`config.mk`:
```
export PLATFORM = sky130hd
export DESIGN_NAME = mem_ctrl
export DESIGN_NICKNAME = d
export VERILOG_FILES = /design/src/rtl/mem_ctrl_pkg.sv /design/src/rtl/mem_ctrl_byte_assembler.sv /design/src/rtl/mem_ctrl.sv
export SDC_FILE = /design/constraint.sdc
export NUM_CORES = 1
export LEC_CHECK = 0
export BUFFER_PORTS_ARGS = -buffer_cell sky130_fd_sc_hd__buf_2
export CORE_ASPECT_RATIO = 2
export CORE_MARGIN = 1
export CORE_UTILIZATION = 25
export DETAILED_ROUTE_END_ITERATION = 6
export MAX_ROUTING_LAYER = met4
export PLACE_DENSITY = 0.45
export SETUP_SLACK_MARGIN = 0.3
export SLEW_MARGIN = 10
export SYNTH_ARGS = -nofsm -noshare
export SYNTH_HDL_FRONTEND = slang
export SYNTH_SLANG_ARGS = --single-unit
```
`constraint.sdc`:
```
create_clock -name clk -period 3.5 [get_ports clk]
set_input_delay 0.875 -clock clk [delete_from_list [all_inputs] [get_ports clk]]
set_output_delay 0.875 -clock clk [all_outputs]
set_load 0.01 [all_outputs]
```
`src/rtl/mem_ctrl_pkg.sv`:
```
// Shared definitions for the byte-serialising RAM arbiter.
//   state_t      : controller FSM encoding
//   MEMCNF_*     : bus-claim codes reported to the IF stage
//   DLEN_*       : data length codes (byte count minus one)
//   req_t        : access latched at acceptance (address, length, store data)
//   get_byte     : little-endian byte select from a 32-bit word
package mem_ctrl_pkg;

    typedef enum logic [1:0] {
        IDLE   = 2'd0,
        IFETCH = 2'd1,
        DREAD  = 2'd2,
        DWRITE = 2'd3
    } state_t;

    localparam logic [1:0] MEMCNF_FREE = 2'b00;
    localparam logic [1:0] MEMCNF_WAIT = 2'b01;
    localparam logic [1:0] MEMCNF_BUSY = 2'b10;

    localparam logic [1:0] DLEN_BYTE = 2'd0;
    localparam logic [1:0] DLEN_HALF = 2'd1;
    localparam logic [1:0] DLEN_WORD = 2'd3;

    typedef struct packed {
        logic [31:0] addr;
        logic [1:0]  len;
        logic [31:0] wdata;
    } req_t;

    function automatic logic [7:0] get_byte(input logic [31:0] w, input logic [1:0] idx);
        return w[{idx, 3'b000} +: 8];
    endfunction

endpackage

```
`src/rtl/mem_ctrl_byte_assembler.sv`:
```
// Collects RAM bytes into a little-endian word.
//   clk, rst_n : clock, asynchronous active-low reset
//   cap        : store din into byte slot idx this edge
//   idx        : byte slot being captured
//   len        : byte count minus one; slots above len read as zero
//   din        : byte from RAM
//   word       : assembled word, with din already merged into slot idx so the
//                final byte can be registered by the parent on the same edge
module byte_assembler (
    input  logic        clk,
    input  logic        rst_n,
    input  logic        cap,
    input  logic [1:0]  idx,
    input  logic [1:0]  len,
    input  logic [7:0]  din,
    output logic [31:0] word
);

    logic [3:0][7:0] bytes_q;

    // No clear between accesses: every slot 0..len is rewritten in order
    // before the word is consumed, and slots above len are masked.
    always_ff @(posedge clk or negedge rst_n) begin
        if (!rst_n)   bytes_q      <= '0;
        else if (cap) bytes_q[idx] <= din;
    end

    for (genvar k = 0; k < 4; k++) begin : g_byte
        assign word[8*k +: 8] = (2'(k) > len) ? 8'h00 :
                                (2'(k) == idx) ? din : bytes_q[k];
    end

endmodule

```
`src/rtl/mem_ctrl.sv`:
```
// Single-port byte-wide RAM arbiter: serialises 32-bit instruction fetches and
// 1/2/4-byte data loads/stores into byte accesses. Data has priority over fetch.
//   clk, rst_n            : clock, asynchronous active-low reset
//   pc_mem, fetch_req     : fetch request from IF (taken only when idle)
//   addr_needed           : controller idle
//   inst_available        : one-cycle pulse, inst_in/pc_back valid
//   branch_interception   : abort an in-flight fetch
//   memcnf                : 00 free, 01 data waiting, 10 data access active
//   d_req/d_we/d_len/d_addr/d_wdata : MEM stage request, held until d_done
//   d_done, d_rdata       : completion pulse and zero-extended load data
//   ram_a/ram_wr/ram_dout : registered RAM interface; ram_din valid next cycle
module mem_ctrl
    import mem_ctrl_pkg::*;
#(
    parameter int RAM_AW = 17
) (
    input  logic              clk,
    input  logic              rst_n,
    input  logic [31:0]       pc_mem,
    input  logic              fetch_req,
    output logic              addr_needed,
    output logic              inst_available,
    output logic [31:0]       inst_in,
    output logic [31:0]       pc_back,
    input  logic              branch_interception,
    output logic [1:0]        memcnf,
    input  logic              d_req,
    input  logic              d_we,
    input  logic [1:0]        d_len,
    input  logic [31:0]       d_addr,
    input  logic [31:0]       d_wdata,
    output logic              d_done,
    output logic [31:0]       d_rdata,
    output logic [RAM_AW-1:0] ram_a,
    output logic              ram_wr,
    output logic [7:0]        ram_dout,
    input  logic [7:0]        ram_din
);

    state_t            state, state_nx;
    logic [2:0]        cnt, cnt_nx;
    req_t              req, req_nx;
    logic [RAM_AW-1:0] ram_a_nx, next_a;
    logic              ram_wr_nx, inst_available_nx, d_done_nx;
    logic [7:0]        ram_dout_nx;
    logic [31:0]       inst_in_nx, pc_back_nx, d_rdata_nx, asm_word;
    logic              last, cap;

    // cnt is the byte slot in flight; the access ends on slot len.
    assign last   = (cnt == {1'b0, req.len});
    assign next_a = req.addr[RAM_AW-1:0] + RAM_AW'(cnt) + RAM_AW'(1);
    assign cap    = (state == DREAD) || (state == IFETCH && !branch_interception);

    assign addr_needed = (state == IDLE);

    // d_req is still high in its own d_done cycle, so it is masked there.
    always_comb begin
        if (state == DREAD || state == DWRITE) memcnf = MEMCNF_BUSY;
        else if (d_req && !d_done)             memcnf = MEMCNF_WAIT;
        else                                   memcnf = MEMCNF_FREE;
    end

    byte_assembler u_asm (
        .clk   (clk),
        .rst_n (rst_n),
        .cap   (cap),
        .idx   (cnt[1:0]),
        .len   (req.len),
        .din   (ram_din),
        .word  (asm_word)
    );

    always_comb begin
        state_nx          = state;
        cnt_nx            = cnt;
        req_nx            = req;
        ram_a_nx          = ram_a;
        ram_wr_nx         = 1'b0;
        ram_dout_nx       = ram_dout;
        inst_available_nx = 1'b0;
        d_done_nx         = 1'b0;
        inst_in_nx        = inst_in;
        pc_back_nx        = pc_back;
        d_rdata_nx        = d_rdata;
        unique case (state)
            IDLE: begin
                if (d_req && !d_done) begin
                    req_nx   = '{addr: d_addr, len: d_len, wdata: d_wdata};
                    cnt_nx   = 3'd0;
                    ram_a_nx = d_addr[RAM_AW-1:0];
                    if (d_we) begin
                        state_nx    = DWRITE;
                        ram_wr_nx   = 1'b1;
                        ram_dout_nx = d_wdata[7:0];
                    end else begin
                        state_nx = DREAD;
                    end
                end else if (fetch_req && !branch_interception) begin
                    req_nx   = '{addr: pc_mem, len: DLEN_WORD, wdata: 32'd0};
                    cnt_nx   = 3'd0;
                    ram_a_nx = pc_mem[RAM_AW-1:0];
                    state_nx = IFETCH;
                end
            end
            IFETCH: begin
                if (branch_interception) begin
                    state_nx = IDLE;
                end else if (last) begin
                    state_nx          = IDLE;
                    inst_available_nx = 1'b1;
                    inst_in_nx        = asm_word;
                    pc_back_nx        = req.addr;
                end else begin
                    cnt_nx   = cnt + 3'd1;
                    ram_a_nx = next_a;
                end
            end
            DREAD: begin
                if (last) begin
                    state_nx   = IDLE;
                    d_done_nx  = 1'b1;
                    d_rdata_nx = asm_word;
                end else begin
                    cnt_nx   = cnt + 3'd1;
                    ram_a_nx = next_a;
                end
            end
            DWRITE: begin
                // ram_wr is high for the whole current cycle; the slot in
                // flight is written on the edge that ends it.
                if (last) begin
                    state_nx  = IDLE;
                    d_done_nx = 1'b1;
                end else begin
                    cnt_nx      = cnt + 3'd1;
                    ram_a_nx    = next_a;
                    ram_wr_nx   = 1'b1;
                    ram_dout_nx = get_byte(req.wdata, cnt[1:0] + 2'd1);
                end
            end
            default: state_nx = IDLE;
        endcase
    end

    always_ff @(posedge clk or negedge rst_n) begin
        if (!rst_n) begin
            state          <= IDLE;
            cnt            <= 3'd0;
            req            <= '0;
            ram_a          <= '0;
            ram_wr         <= 1'b0;
            ram_dout       <= 8'd0;
            inst_available <= 1'b0;
            d_done         <= 1'b0;
            inst_in        <= 32'd0;
            pc_back        <= 32'd0;
            d_rdata        <= 32'd0;
        end else begin
            state          <= state_nx;
            cnt            <= cnt_nx;
            req            <= req_nx;
            ram_a          <= ram_a_nx;
            ram_wr         <= ram_wr_nx;
            ram_dout       <= ram_dout_nx;
            inst_available <= inst_available_nx;
            d_done         <= d_done_nx;
            inst_in        <= inst_in_nx;
            pc_back        <= pc_back_nx;
            d_rdata        <= d_rdata_nx;
        end
    end

endmodule
```
==> metrics <==
Crit Path Class register to primary output; Die Ht 285 um; die area between 0.04 and 0.05 sq mm; P_leak roughly 6.3 nW; sequential share of power 38.7%; cells after synthesis slightly above 900; row cnt 103; Pwr Total around 12 mW; CP cell instances ha_1 > buf_4 > nor2_1 > inv_1 > nor2_1 > buf_2; fmax between 300 and 400 MHz; H-tree Lvls 1; CP max stage cell dfrtp_1; hold-fix buffers at CTS 0; number of flops mapped to enable cells by yosys 0; relative slew slack 44.2%; root buffer cell clkbuf_16; syn avg cell area 10.8 sq um; GRT Total Usage 15.5%; final slew viol count 0; Post-CTS Setup Inserts 0; crit start category register; FF-to-FF Start cnt[0]; total grt overflow 0; Crit path largest cell delay approximately 0.43 ns; R2R depth 8; NetSw ~4.4 mW; status finished clean; Main synth FF type dfrtp_1; Synth cell types 45; synthesis-to-layout area growth 25.6%; Worst Setup End Kind primary output; top-area cell type share of the netlist area 56.8%; Crit path required time around 2.6 ns; TritonCTS clock tree yes; TNS Setup 0 ns; Cell Pwr Density just over 900 mW/mm^2; Clock Power Share between 20% and 30%; post-synthesis sequential element count between 200 and 250; slew at the pin closest to its max-slew limit slightly above 0.8 ns; max cap viols 0; worst hold path type primary input to async pin; Max VDD drop approximately 0.36 mV; WL per Instance 17.7 um; initial antenna violation count 1; sequential area share after synthesis between 50% and 60%; warnings from Yosys 0; clk sink count about 230; R2R setup slack roughly 0.96 ns; Vias ~7,400; Vias/cell 4.39; count leader, synth nand2_1; CTS max path bufs 3; internal cell power around 7.3 mW; minimum clock period ~2.8 ns; Skew-Pair Late Insertion Delay between 0.5 and 0.6 ns; IO buf count about 240; largest area contributor in the netlist dfrtp_1; die width ~140 um; Core ar. 0.0394 sq mm; RSZ-0062 raised after global routing false; Buf+Inv Stages, Crit Path 3; drt total wl between 30,000 and 40,000 um; Net Count, Synth roughly 1,000; post-route ant nets 0; share of layout cells above drive strength 1 a little under a third; synthesized area 0.0100 sq mm; most used cell, CP nor2_1; vias in the first global route 7,643; drt pass-1 iters 4; Worst-path clk slew 0.07 ns; final setup fails 0; Worst EP arrival between 1.5 and 2 ns; largest net degree at the start of global routing 96; ANT cells 0; first-pass GRT wire length 46,300 um; CP Max Fanout 12; CP top delay family buffers and inverters; Synth top cells by count nand2_1, dfrtp_1, o21ai_0; WHS ~0.37 ns; nets@finish 1,277; drt first-iter violations 199; I/O pin total 239; Final GP Congestion slightly above 0.7; async set-reset flop share out of synthesis 100%; DRC 0; combinational share of power between 30% and 40%; TritonCTS Buffers 23; Synth area leaders dfrtp_1, nand2_1, mux2i_1; RR Endpoint ram_a[14]; Tcrit/Tclk final roughly four fifths; switching share of power 37.9%; initial core utilization between 20% and 30%; Clock Skew between 0.02 and 0.025 ns; CTS resizes 0; Fin. Hold Viols 0; hpwl dp approximately 22,000 um
worst max-delay path by stage:
stage	to	cells past startpoint	slack (ns)	start
CTS	memcnf[0]	6	0.67	state[0]
floorplan	memcnf[0]	5	0.84	d_req
finish	memcnf[0]	6	0.73	state[0]
global placement	ram_a[0]	6	0.86	d_req
global route	memcnf[0]	6	0.60	state[0]
detailed placement	ram_a[0]	6	0.84	d_req
stage by stage:
stage	utilization [%]	instances	cell area, sq um	worst slack (ns)
2_1_floorplan	-	924	10000	0.843
3_3_place_gp	29.9	1653	11800	0.865
3_5_place_dp	29.9	1653	11800	0.839
4_1_cts	31.9	1695	12600	0.667
5_1_grt	31.9	1695	12600	0.604
6_report	31.9	1695	12600	0.728
flip-flops by register name, indices dropped and copies added, names as in the netlist:
signal / cells
cnt: 3
d_done: 1
d_rdata: 32
inst_available: 1
inst_in: 32
pc_back: 32
ram_a: 17
ram_dout: 8
ram_wr: 1
req: 66
state: 2
u_asm.bytes_q: 32
cell families (layout without fill, tap and decap cells):
kind of cell               after synthesis  after routing  share of synthesized area (%)
AOI/OAI and AO/OA                      163            163                           10.0
xor gates and xnor gates                12             12                           1.05
adders and majority gates               12             12                           1.58
buffers and inverters                   67            313                           3.21
DFF                                    227            227                           56.8
muxes                                  132            132                           14.9
and+or+nand+nor                        311            311                           12.4
cell usage in the layout, fill, tap and decap left out, types with 2 or more instances in the layout:
cell type,count
nand4_1,3
nor2b_1,3
clkinv_2,6
nor2_1,43
nand3b_1,2
o21ai_0,83
xor2_1,11
clkbuf_8,7
dfrtp_1,227
buf_2,237
mux4_2,8
clkbuf_16,23
clkbuf_1,3
and3_1,2
a22o_1,36
a32o_1,2
inv_1,9
buf_12,2
nand2_1,239
nand3_1,4
mux2i_1,66
and4_1,2
nor3_1,3
nand2b_1,3
buf_4,20
a21oi_1,26
o22a_1,2
a31oi_1,3
ha_1,11
mux2_2,58
a211oi_1,2
o31ai_1,2
a22oi_1,2
per-layer routing:
| metal | track usage [%] | part of all wire [%] |
|---|---|---|
| met1 | 16.5 | 38 |
| met2 | 29.3 | 56 |
| met3 | 1.86 | 3.8 |
| met4 | 4.39 | 2.0 |
| met5 | - | 0 |
layout make-up:
cell class	count	area, sq um
fill	4194	26900
sequential	227	5680
multi-input combinational	630	4030
timing repair buffer	260	1390
clock buffer	33	683
tap	525	657
clock inverter	9	76.3
inverter	11	46.3
power groups by stage:
stage	clock (mW)	combinational, mW	sequential [mW]
final	2.53	4.64	4.53
after global routing	2.73	5.24	4.70
after CTS	2.63	4.79	4.56
after detailed placement	0	4.78	4.60
after global placement	0	4.69	4.58
after floorplan	0	2.83	4.69
No activity file was read; power rests on OpenSTA's default activity.
